==> src/rtl/uart_host_pkg.sv <==
// uart_host_pkg: shared types for the UART host bridge.
// Holds the TX/RX engine state encodings and the default TX buffer depth.
package uart_host_pkg;

  // Default number of TX FIFO entries (power of two, 2..16).
  localparam int TX_DEPTH_DEFAULT = 4;

  // Host byte width on both directions.
  localparam int BYTE_W = 8;

  typedef enum logic [1:0] {
    TX_IDLE    = 2'd0,
    TX_START   = 2'd1,
    TX_RELEASE = 2'd2
  } tx_state_t;

  typedef enum logic [1:0] {
    RX_IDLE = 2'd0,
    RX_WAIT = 2'd1,
    RX_ACK  = 2'd2
  } rx_state_t;

endpackage

==> src/rtl/uart_host_fifo.sv <==
// uart_host_fifo: small TX byte FIFO with wrapping pointers and an occupancy
// counter. Used by uart_host_bridge only when UART_HOST_TX_FIFO_EN is defined.
// A push while full is dropped even if a pop happens in the same cycle.
module uart_host_fifo
  import uart_host_pkg::*;
#(
  parameter int DEPTH = TX_DEPTH_DEFAULT
) (
  input  logic              clk,
  input  logic              rst,
  input  logic              i_push,
  input  logic [BYTE_W-1:0] i_data,
  input  logic              i_pop,
  output logic [BYTE_W-1:0] o_head,
  output logic              o_full,
  output logic              o_empty
);

  localparam int AW    = $clog2(DEPTH);
  localparam int CNT_W = AW + 1;
  localparam logic [CNT_W-1:0] FULL_COUNT = CNT_W'(DEPTH);

  logic [BYTE_W-1:0] r_mem [DEPTH];
  logic [AW-1:0]     r_wr_ptr;
  logic [AW-1:0]     r_rd_ptr;
  logic [CNT_W-1:0]  r_count;

  logic w_push_ok;
  logic w_pop_ok;

  assign o_full    = (r_count == FULL_COUNT);
  assign o_empty   = (r_count == '0);
  assign w_push_ok = i_push && !o_full;
  assign w_pop_ok  = i_pop && !o_empty;
  assign o_head    = r_mem[r_rd_ptr];

  // Storage write; contents need no reset because the pointers define validity.
  always_ff @(posedge clk) begin
    if (w_push_ok) begin
      r_mem[r_wr_ptr] <= i_data;
    end
  end

  // Pointer and occupancy bookkeeping; pointers wrap naturally at DEPTH.
  always_ff @(posedge clk) begin
    if (rst) begin
      r_wr_ptr <= '0;
      r_rd_ptr <= '0;
      r_count  <= '0;
    end else begin
      if (w_push_ok) begin
        r_wr_ptr <= r_wr_ptr + 1'b1;
      end
      if (w_pop_ok) begin
        r_rd_ptr <= r_rd_ptr + 1'b1;
      end
      case ({w_push_ok, w_pop_ok})
        2'b10:   r_count <= r_count + 1'b1;
        2'b01:   r_count <= r_count - 1'b1;
        default: r_count <= r_count;
      endcase
    end
  end

endmodule

==> src/rtl/uart_host_bridge.sv <==
// uart_host_bridge: connects a simple host byte interface to a UART core.
// TX: host bytes are buffered and handed to the UART one at a time through a
// start_tx / tx_done handshake. RX: a received byte is captured into a holding
// register and acknowledged with rx_clear; a new byte is left pending in the
// UART until the host has read the previous one.
// Build option: define UART_HOST_TX_FIFO_EN to buffer TX bytes in a TX_DEPTH
// entry FIFO (uart_host_fifo); otherwise a single holding register is used and
// TX_DEPTH has no effect.
module uart_host_bridge
  import uart_host_pkg::*;
#(
  parameter int TX_DEPTH = TX_DEPTH_DEFAULT
) (
  input  logic              clk,
  input  logic              rst,
  // Host TX side
  input  logic              wr_en,
  input  logic [BYTE_W-1:0] wr_data,
  output logic              tx_full,
  output logic              tx_busy,
  // Host RX side
  input  logic              rd_en,
  output logic [BYTE_W-1:0] rd_data,
  output logic              rx_valid,
  // UART TX side
  output logic              start_tx,
  output logic [BYTE_W-1:0] tx_value,
  input  logic              tx_done,
  // UART RX side
  input  logic              rx_available,
  input  logic [BYTE_W-1:0] rx_value,
  output logic              rx_clear
);

  // Reject unsupported depths at elaboration time.
  if (TX_DEPTH < 2 || TX_DEPTH > 16 || (TX_DEPTH & (TX_DEPTH - 1)) != 0) begin : g_bad_tx_depth
    $error("uart_host_bridge: TX_DEPTH must be a power of two in 2..16");
  end

  // ---------------------------------------------------------------------------
  // TX buffer
  // ---------------------------------------------------------------------------
  logic              w_buf_push;
  logic              w_buf_pop;
  logic              w_buf_full;
  logic              w_buf_empty;
  logic [BYTE_W-1:0] w_buf_head;

  // A push while full is dropped regardless of a same-cycle pop.
  assign w_buf_push = wr_en && !w_buf_full;

`ifdef UART_HOST_TX_FIFO_EN
  uart_host_fifo #(
    .DEPTH (TX_DEPTH)
  ) u_tx_fifo (
    .clk     (clk),
    .rst     (rst),
    .i_push  (w_buf_push),
    .i_data  (wr_data),
    .i_pop   (w_buf_pop),
    .o_head  (w_buf_head),
    .o_full  (w_buf_full),
    .o_empty (w_buf_empty)
  );
`else
  logic              r_hold_valid;
  logic [BYTE_W-1:0] r_hold_data;

  // Single-entry holding register; push and pop never coincide because a push
  // needs it empty and a pop needs it occupied.
  always_ff @(posedge clk) begin
    if (rst) begin
      r_hold_valid <= 1'b0;
      r_hold_data  <= '0;
    end else if (w_buf_push) begin
      r_hold_valid <= 1'b1;
      r_hold_data  <= wr_data;
    end else if (w_buf_pop) begin
      r_hold_valid <= 1'b0;
    end
  end

  assign w_buf_full  = r_hold_valid;
  assign w_buf_empty = !r_hold_valid;
  assign w_buf_head  = r_hold_data;
`endif

  // ---------------------------------------------------------------------------
  // TX engine
  // ---------------------------------------------------------------------------
  tx_state_t         r_tx_state;
  tx_state_t         w_tx_state_next;
  logic              w_tx_load;
  logic [BYTE_W-1:0] r_tx_value;

  // TX state register.
  always_ff @(posedge clk) begin
    if (rst) begin
      r_tx_state <= TX_IDLE;
    end else begin
      r_tx_state <= w_tx_state_next;
    end
  end

  // TX next state: take a byte when idle, wait for done, then wait for done
  // to fall so every transfer is separated by at least one low start_tx cycle.
  always_comb begin
    w_tx_state_next = r_tx_state;
    w_buf_pop       = 1'b0;
    w_tx_load       = 1'b0;
    case (r_tx_state)
      TX_IDLE: begin
        if (!w_buf_empty) begin
          w_buf_pop       = 1'b1;
          w_tx_load       = 1'b1;
          w_tx_state_next = TX_START;
        end
      end
      TX_START: begin
        if (tx_done) begin
          w_tx_state_next = TX_RELEASE;
        end
      end
      TX_RELEASE: begin
        if (!tx_done) begin
          w_tx_state_next = TX_IDLE;
        end
      end
      default: w_tx_state_next = TX_IDLE;
    endcase
  end

  // Transmit byte register; stays stable for the whole request.
  always_ff @(posedge clk) begin
    if (rst) begin
      r_tx_value <= '0;
    end else if (w_tx_load) begin
      r_tx_value <= w_buf_head;
    end
  end

  assign start_tx = (r_tx_state == TX_START);
  assign tx_value = r_tx_value;
  assign tx_full  = w_buf_full;
  assign tx_busy  = !w_buf_empty || (r_tx_state != TX_IDLE);

  // ---------------------------------------------------------------------------
  // RX engine
  // ---------------------------------------------------------------------------
  rx_state_t         r_rx_state;
  rx_state_t         w_rx_state_next;
  logic              w_rx_capture;
  logic [BYTE_W-1:0] r_rd_data;
  logic              r_rx_valid;

  // RX state register.
  always_ff @(posedge clk) begin
    if (rst) begin
      r_rx_state <= RX_IDLE;
    end else begin
      r_rx_state <= w_rx_state_next;
    end
  end

  // RX next state: only accept a byte when the holding register is free, skip
  // the first rx_available cycle (data not yet valid), then acknowledge.
  always_comb begin
    w_rx_state_next = r_rx_state;
    w_rx_capture    = 1'b0;
    case (r_rx_state)
      RX_IDLE: begin
        if (rx_available && !r_rx_valid) begin
          w_rx_state_next = RX_WAIT;
        end
      end
      RX_WAIT: begin
        w_rx_capture    = 1'b1;
        w_rx_state_next = RX_ACK;
      end
      RX_ACK: begin
        if (!rx_available) begin
          w_rx_state_next = RX_IDLE;
        end
      end
      default: w_rx_state_next = RX_IDLE;
    endcase
  end

  // Holding register and its valid flag; a read clears only the flag.
  always_ff @(posedge clk) begin
    if (rst) begin
      r_rd_data  <= '0;
      r_rx_valid <= 1'b0;
    end else if (w_rx_capture) begin
      r_rd_data  <= rx_value;
      r_rx_valid <= 1'b1;
    end else if (rd_en && r_rx_valid) begin
      r_rx_valid <= 1'b0;
    end
  end

  assign rd_data  = r_rd_data;
  assign rx_valid = r_rx_valid;
  assign rx_clear = (r_rx_state == RX_ACK);

endmodule

==> config.mk <==
export PLATFORM = sky130hd
export DESIGN_NAME = uart_host_bridge
export DESIGN_NICKNAME = d
export VERILOG_FILES = /design/src/rtl/uart_host_pkg.sv /design/src/rtl/uart_host_fifo.sv /design/src/rtl/uart_host_bridge.sv
export SDC_FILE = /design/constraint.sdc
export NUM_CORES = 1
export LEC_CHECK = 0
export ABC_AREA = 1
export CAP_MARGIN = 20
export CORE_MARGIN = 2
export CORE_UTILIZATION = 55
export DETAILED_ROUTE_END_ITERATION = 12
export DONT_BUFFER_PORTS = 1
export GPL_ROUTABILITY_DRIVEN = 0
export PLACE_DENSITY_LB_ADDON = 0.25
export SYNTH_ARGS = -nofsm -noshare
export SYNTH_HDL_FRONTEND = slang
export SYNTH_SLANG_ARGS = --single-unit
==> constraint.sdc <==
create_clock -name clk -period 1.2 [get_ports clk]
set_input_delay 0.12 -clock clk [delete_from_list [all_inputs] [get_ports clk]]
set_output_delay 0.12 -clock clk [all_outputs]
set_load 0.01 [all_outputs]
# Word level (Yosys, flattened, before mapping)
# Index checks and enable logic that the tools add are counted.
# word_totals
output_inout_bits,21
regBits,30
in_bits,22
wordCells,43
# op_classes
n_eq_ne,9
mux,14
reduce_logical,13
# ops
op,count
$pmux 2 s3,2
$mux 2,5
$ne 2x2->1 const B,4
$mux 1,7
$reduce_bool 2->1,3
$eq 2x1->1 const B,2
$eq 2x2->1 const B,2
$logic_not 2->1,2
$logic_and 1x1->1,3
$reduce_and 3->1,1
$logic_not 1->1,2
$ne 2x1->1 const B,1
$reduce_and 2->1,1
$logic_or 1x1->1,1

# Longest topological paths before layout
# Gate-level depths: netlist (run 1).
# depth
depth_word,4
ltp_mapped,5
depth_no_buf,5

# Worst setup path after synthesis (run 1)
# No wires, ideal clock.
# synth_timing
path_kind,register to register
start,"reg r_hold_valid, in the netlist tx_full"
end,"reg r_tx_value[0], in the netlist tx_value[0]"
setup_slack_ns,0.287
path_buffers,2
synth_period_minus_slack_ns,0.913
stages_incl_launch_ff,5
required_time_ns,1.085
arrival_ns,0.798
setup_ns,0.115
path_cell_list,dfxtp_1 -> buf_4 -> buf_6 -> a21oi_1 -> nor2_1
# synth_via
elab_chain_cells,2
# synth_lines
element,line,source
"start, declared",uart_host_bridge.sv:66,logic r_hold_valid;
"start signal, assigned",uart_host_bridge.sv:73,r_hold_valid <= 1'b0;
"start signal, assigned",uart_host_bridge.sv:76,r_hold_valid <= 1'b1;
"start signal, assigned",uart_host_bridge.sv:79,r_hold_valid <= 1'b0;
$mux 1,uart_host_bridge.sv:113,if (!w_buf_empty) begin
$mux 1,uart_host_bridge.sv:111,case (r_tx_state)
"end signal, assigned",uart_host_bridge.sv:138,r_tx_value <= w_buf_head;
"end, declared",uart_host_bridge.sv:94,logic [BYTE_W-1:0] r_tx_value;
# Every way passes these cells.
# A chain may end at the register's enable or synchronous reset.

# Final worst setup path (run 1)
# layout_timing
start,reg r_tx_state[0]
end,out tx_busy
# layout_via
elab_chain_cells,2
# layout_lines
element,line,source
"start, declared",uart_host_bridge.sv:91,tx_state_t r_tx_state;
"start signal, assigned",uart_host_bridge.sv:101,r_tx_state <= w_tx_state_next;
$reduce_bool 2->1,uart_host_bridge.sv:145,assign tx_busy = !w_buf_empty || (r_tx_state != TX_IDLE);
$logic_or 1x1->1,uart_host_bridge.sv:145,
"end, declared",uart_host_bridge.sv:20,"output logic tx_busy,"
# Every way passes these cells.

==> reports/summary.txt, run 1 <==
===============================================================================================
Drt drc                                                                                       0
Number of antenna diodes                                                                      0
Headroom to the max-slew limit                                                           75.59%
Nets@finish                                                                                 198
Width of the chip                                                                      49.92 µm
Clock input transition at the sequential cells of the worst setup and hold paths          90 ps
Fin Clk Skew                                                                           7.744 ps
Number of filler instances in the final layout                                              158
Post-synthesis average cell area                                                      7.581 µm²
Pin count of the biggest net entering global routing                                         28
Detailed route wirelength on metal3                                                      176 µm
Share of the yosys chip area belonging to registers                                      51.78%
Critical Path End Type                                                             primary output
Outcome                                                                            finished clean
Met1 layer wirelength in the final routing                                             1.061 mm
Req. time, crit path                                                                    1080 ps
First-pass iteration count of the detailed router                                             4
Multiplexer area fraction after synthesis                                                    0%
Commonest non-fill, non-tap cells in the layout                                    sky130_fd_sc_hd__nor2_1 (43), sky130_fd_sc_hd__dfxtp_1 (28), sky130_fd_sc_hd__dlygate4sd3_1 (17)
Worst stage delay on the critical path                                                   340 ps
Area overhead of the layout relative to synthesis                                        22.44%
Pre-CTS worst setup slack                                                              234.0 ps
I/O pins                                                                                     43
Slew at the pin closest to its max-slew limit                                          365.6 ps
Clock net sink count                                                                         30
Main combinational cell family by area after synthesis                             simple AND/OR/NAND/NOR gates
Storage cell area                                                                     603.1 µm²
Final ANT Viol Nets                                                                           0
Peak fanout along the critical path                                                           8
Synth Area in Simple Gates                                                               25.78%
Starting DRT DRC Count                                                                       35
CTS tree                                                                                   done
DR vias/cell                                                                              4.990
IR Drop Worst-Case VDD                                                                 1.063 mV
WL met2                                                                                1.203 mm
Adder-cell share of the synthesized area                                                     0%
Hold crit path type                                                                   in -> reg
Count of input and output buffers                                                             0
Die Span Y                                                                             49.92 µm
Effective utilization at floorplan                                                       58.52%
Number of placed cells counting well taps                                                   179
Worst reg2reg path startpoint                                                      r_rx_state[1]
Flop and latch count out of synthesis                                                        30
Fmax                                                                                 0.8957 GHz
Commonest non-fill, non-tap cell in the layout                                     sky130_fd_sc_hd__nor2_1
Share of layout cells above drive strength 1                                             11.30%
First-pass GRT wire length                                                             4.181 mm
Worst setup path startpoint                                                        r_tx_state[0]
Area share of xor/xnor cells in the synthesized design                                       0%
Later-pin clock latency in the skew report                                               310 ps
Total power consumption of the routed design                                         0.002083 W
Post-route setup slack                                                                 83.57 ps
Unrepaired setup endpoints after global routing                                             yes
Number of CTS-inserted buffers                                                                5
Final number of max-transition violations                                                     0
Standard-cell rows                                                                           16
Highest-delay cell along the critical path                                         sky130_fd_sc_hd__dfxtp_2
Number of setup violations in the final report                                                0
Post-layout min period                                                                  1116 ps
Number of nets produced by synthesis                                                        175
Post-route clock period utilization                                                      93.04%
Worst-path cell chain                                                              nor2_2 > buf_6 > nand2_2
Arrival time worst endpoint                                                             1000 ps
Number of non-filler instances in the completed layout                                      204
Warnings, synthesis                                                                           0
Compound-gate portion of the synthesized area                                            12.73%
Critical path startpoint category                                                      register
Launch point of the worst hold path                                                  wr_data[6]
Worst-case hold slack                                                                  12.41 ps
Routed wire length                                                                     2.469 mm
Final-report hold violation count                                                             0
Area of the die                                                                    0.002492 mm²
Yosys cell types                                                                             18
Clock buffer depth                                                                            2
Total global routing overflow                                                                 0
Leakage power summed over all cells                                                   0.6014 nW
Wirelength per Cell                                                                    12.10 µm
Sum of net half-perimeters after detailed placement                                    1.664 mm
Combined area of the multi-input logic cells                                          451.7 µm²
Post-CTS setup buffers                                                                        0
GRT Total Usage                                                                          22.09%
Antenna violations before repair                                                              0
Core utilization of the finished layout                                                  71.65%
Type of the worst setup path                                                         reg -> out
Area of the placeable core                                                         0.001982 mm²
Total via count after detailed routing                                                     1018
Number of standard cells after synthesis                                                    153
H-tree depth                                                                                  2
Power Dens Cells                                                                    1467 mW/mm²
Max layer used                                                                             met4
Max-Cap Viols                                                                                 0
Number of global-route vias before repair                                                   995
Cell at the root of the clock tree                                                 sky130_fd_sc_hd__clkbuf_4
Mapped cell area                                                                   0.001160 mm²
===============================================================================================
flip-flops by register name, summed over array words and instances, names as in the netlist:
signal / flops
r_tx_state: 2
r_rx_state: 2
rd_data: 8
tx_full: 1
rx_valid: 1
r_hold_data: 8
tx_value: 8
path summary, 6_finish.rpt:
check	to	slack, ps	cells past startpoint
max reg2reg	rd_data[6]	190	4
min reg2reg	r_hold_data[0]	500	2
min	r_hold_data[6]	10	2
max	tx_busy	80	3
metrics by stage:
step           TNS [ps]  instance area [µm²]
2_1_floorplan         0                 1160
3_3_place_gp          0                 1179
3_5_place_dp          0                 1179
4_1_cts               0                 1399
5_1_grt          -1.010                 1420
6_report              0                 1420
final cells by class:
type,count,area share (%)
Multi-Input combinational cell,101,31.81
Tap cell,27,2.379
Sequential cell,30,42.47
Timing Repair Buffer,22,14.89
Inverter,16,4.229
Clock buffer,7,3.877
Clock inverter,1,0.3524
per-layer routing:
metal	vias to the layer above	global-route usage (%)
li1	528	-
met1	448	23.66
met2	38	37.78
met3	4	10.30
met4	0	7.870
met5	-	0
worst max-delay path, delay by kind of cell, from the launching register on:
family	cells	cell delay, ps
flops	1	340
simple gates	2	210
buf+inv	1	140
kinds of logic (layout without fill, tap and decap cells):
logic type | count (synthesis) | count (layout)
flops | 30 | 30
simple gates | 72 | 72
buf+inv | 22 | 46
compound gates | 29 | 29
what timing repair did:
action / CTS / global route
setup endpoints to repair: 0 / 3
hold buffers: 16 / 1
resized for setup: 0 / 5
hold endpoints to repair: 17 / 1
cell usage after synthesis:
library cell	instances	area share (%)
sky130_fd_sc_hd__nand3_1	8	3.5
sky130_fd_sc_hd__nor2_1	44	14
sky130_fd_sc_hd__a21oi_1	11	4.7
sky130_fd_sc_hd__nor2_4	1	0.97
sky130_fd_sc_hd__nand2_2	1	0.54
sky130_fd_sc_hd__o21a_1	1	0.65
sky130_fd_sc_hd__nor3b_1	1	0.65
sky130_fd_sc_hd__clkbuf_4	1	0.65
sky130_fd_sc_hd__nand4_1	1	0.54
sky130_fd_sc_hd__inv_1	15	4.9
sky130_fd_sc_hd__inv_2	1	0.32
sky130_fd_sc_hd__buf_6	2	1.9
sky130_fd_sc_hd__buf_4	3	1.9
sky130_fd_sc_hd__o21ai_0	16	6.9
sky130_fd_sc_hd__nor2_2	1	0.54
sky130_fd_sc_hd__o21ai_1	1	0.43
sky130_fd_sc_hd__dfxtp_1	30	52
sky130_fd_sc_hd__nand2_1	15	4.9
power breakdown:
| group | switching [W] | leakage, nW | internal (W) | total (W) |
|---|---|---|---|---|
| clock | 0.000321 | 0.0353 | 0.000284 | 0.000604 |
| sequential | 0.0000783 | 0.248 | 0.00108 | 0.00116 |
| combinational | 0.000177 | 0.318 | 0.000141 | 0.000318 |
No activity file was read; power rests on OpenSTA's default activity.
==> run 2: changes to the inputs <==
--- a/config.mk
+++ b/config.mk
@@ -6,9 +6,9 @@
 export NUM_CORES = 1
 export LEC_CHECK = 0
 export ABC_AREA = 1
-export CAP_MARGIN = 20
+export CAP_MARGIN = 25
 export CORE_MARGIN = 2
-export CORE_UTILIZATION = 55
+export CORE_UTILIZATION = 50
 export DETAILED_ROUTE_END_ITERATION = 12
 export DONT_BUFFER_PORTS = 1
 export GPL_ROUTABILITY_DRIVEN = 0
==> run 2 against run 1 <==
  * Setup slack lost 9.3 ps
  * Critical path depth is the same
  * Count of clock-buffer cells in the layout shrank 1
  * Cell area grew 2.0%
  * First-iteration DRC count shrank 77%
  * Largest cell class unchanged
  * Highest routed layer unchanged
  * Non-clock buffer count grew 5
==> reports/summary.txt, run 2 (synthesis gave the netlist of run 1 again) <==
===============================================================================================
Standard-cell rows                                                                           17   +1
Arrival time worst endpoint                                                             1010 ps   about the same
CTS tree                                                                                   done
Worst-path cell chain                                                              inv_1 > nor2_1 > buf_4
Clock net sink count                                                                         30   unchanged
Sum of net half-perimeters after detailed placement                                    1.542 mm   -7.3%
Number of CTS-inserted buffers                                                                5   unchanged
Routed wire length                                                                     2.483 mm   +0.57%
Cell at the root of the clock tree                                                 sky130_fd_sc_hd__clkbuf_4
Post-route clock period utilization                                                      93.81%   +0.78 points
Number of global-route vias before repair                                                   976   -1.9%
Starting DRT DRC Count                                                                        8   -77%
Total global routing overflow                                                                 0   unchanged
Nets@finish                                                                                 203   +2.5%
Number of setup violations in the final report                                                0   unchanged
Count of input and output buffers                                                             0   unchanged
H-tree depth                                                                                  2   unchanged
Share of layout cells above drive strength 1                                             10.00%   -1.3 points
Peak fanout along the critical path                                                           3   -5
Critical path startpoint category                                                      register
DR vias/cell                                                                              4.904   -1.7%
Headroom to the max-slew limit                                                           73.67%   -1.9 points
Max-Cap Viols                                                                                 0   unchanged
Outcome                                                                            finished clean
Post-layout min period                                                                  1126 ps   +9.308 ps
Wirelength per Cell                                                                    11.94 µm   -1.4%
Width of the chip                                                                      52.17 µm   +4.5%
IR Drop Worst-Case VDD                                                                 1.069 mV   +0.51%
Final-report hold violation count                                                             0   unchanged
Later-pin clock latency in the skew report                                               310 ps   about the same
GRT Total Usage                                                                          21.46%   -0.62 points
Power Dens Cells                                                                    1417 mW/mm²   -3.4%
Clock input transition at the sequential cells of the worst setup and hold paths          80 ps   about the same
Summed negative setup slack over all endpoints                                             0 ps   unchanged
First-pass GRT wire length                                                             4.140 mm   -0.98%
Type of the worst setup path                                                         reg -> out
Highest-delay cell along the critical path                                         sky130_fd_sc_hd__dfxtp_2
Area of the die                                                                    0.002721 mm²   +9.2%
Final ANT Viol Nets                                                                           0   unchanged
Die Span Y                                                                             52.17 µm   +4.5%
Area overhead of the layout relative to synthesis                                        24.92%
Unrepaired setup endpoints after global routing                                              no
First-pass iteration count of the detailed router                                             4   unchanged
Antenna violations before repair                                                              0   unchanged
Drt drc                                                                                       0   unchanged
Number of antenna diodes                                                                      0   unchanged
Critical Path End Type                                                             primary output
Worst stage delay on the critical path                                                   370 ps   +30 ps
Fin Clk Skew                                                                           3.393 ps   -4.351 ps
Effective utilization at floorplan                                                       52.43%   -6.1 points
Fmax                                                                                 0.8883 GHz   -0.83%
Worst-case hold slack                                                                  26.01 ps   +13.59 ps
Req. time, crit path                                                                    1080 ps   about the same
I/O pins                                                                                     43   unchanged
Slew at the pin closest to its max-slew limit                                          394.3 ps   +28.71 ps
Total via count after detailed routing                                                     1020   +0.20%
Commonest non-fill, non-tap cell in the layout                                     sky130_fd_sc_hd__nor2_1
Commonest non-fill, non-tap cells in the layout                                    sky130_fd_sc_hd__nor2_1 (44), sky130_fd_sc_hd__dfxtp_1 (29), sky130_fd_sc_hd__dlygate4sd3_1 (20)
Area of the placeable core                                                         0.002212 mm²   +12%
Pin count of the biggest net entering global routing                                         28   unchanged
Final number of max-transition violations                                                     0   unchanged
Leakage power summed over all cells                                                   0.6161 nW   +2.4%
Clock buffer depth                                                                            2   unchanged
Hold crit path type                                                                   in -> reg
===============================================================================================
-- run 2: path summary, 6_finish.rpt --
path | cells after the start | end | startpoint | slack [ps]
hold reg to reg | 2 | r_hold_data[5] | r_hold_data[5] | 490
setup reg to reg | 5 | tx_value[2] | r_tx_state[1] | 150
setup / recovery | 3 | rx_clear | r_rx_state[1] | 70
hold / removal | 2 | rx_valid | rd_en | 30
-- run 2: metal layers --
| layer | up-vias | track usage (%) | wire length, µm |
|---|---|---|---|
| li1 | 535 | - | - |
| met1 | 444 | 22.66 | 1070 |
| met2 | 35 | 36.71 | 1170 |
| met3 | 6 | 7.184 | 185 |
| met4 | 0 | 12.82 | 57 |
| met5 | - | 0 | 0 |
-- run 2: critical path, delay by kind of cell (launching register included) --
kind	cells	cell delay [ps]
buf+inv	2	210
flops	1	370
simple gates	1	120
-- run 2: timing repair --
action | 4_1_cts | 5_1_grt
hold endpoints to repair | 21 | 0
setup endpoints to repair | 1 | 2
hold buffers | 20 | 0
gates cloned | 1 | 0
resized for setup | 1 | 1
setup buffers | 0 | 2
pin swaps | 0 | 1
-- run 2: area by class of cell --
cell class / instances / area (µm²)
clock buffer: 6 / 51.30
fill: 205 / 763.2
inverter: 16 / 60.06
multi-input combinational: 101 / 446.7
sequential: 30 / 601.8
tap: 28 / 35.03
timing repair buffer: 27 / 254.0
-- run 2: metrics by stage --
stage	cell area, µm²	power (W)	std cells	utilization [%]	setup WS [ps]
floorplan	1160	0.001398	153	-	287.1
global placement	1172	0.001431	179	53.00	267.6
detailed placement	1172	0.001442	179	53.00	202.7
CTS	1433	0.002057	206	64.76	4.153
global route	1449	0.002182	208	65.50	13.68
finish	1449	0.002053	208	65.50	74.26
-- run 2: report_power, final --
group	switching, W	internal (W)	leakage [nW]
Clock	0.000302	0.000264	0.0302
Combinational	0.000178	0.000152	0.338
Sequential	0.0000762	0.00108	0.247
Total	0.000556	0.00150	0.616
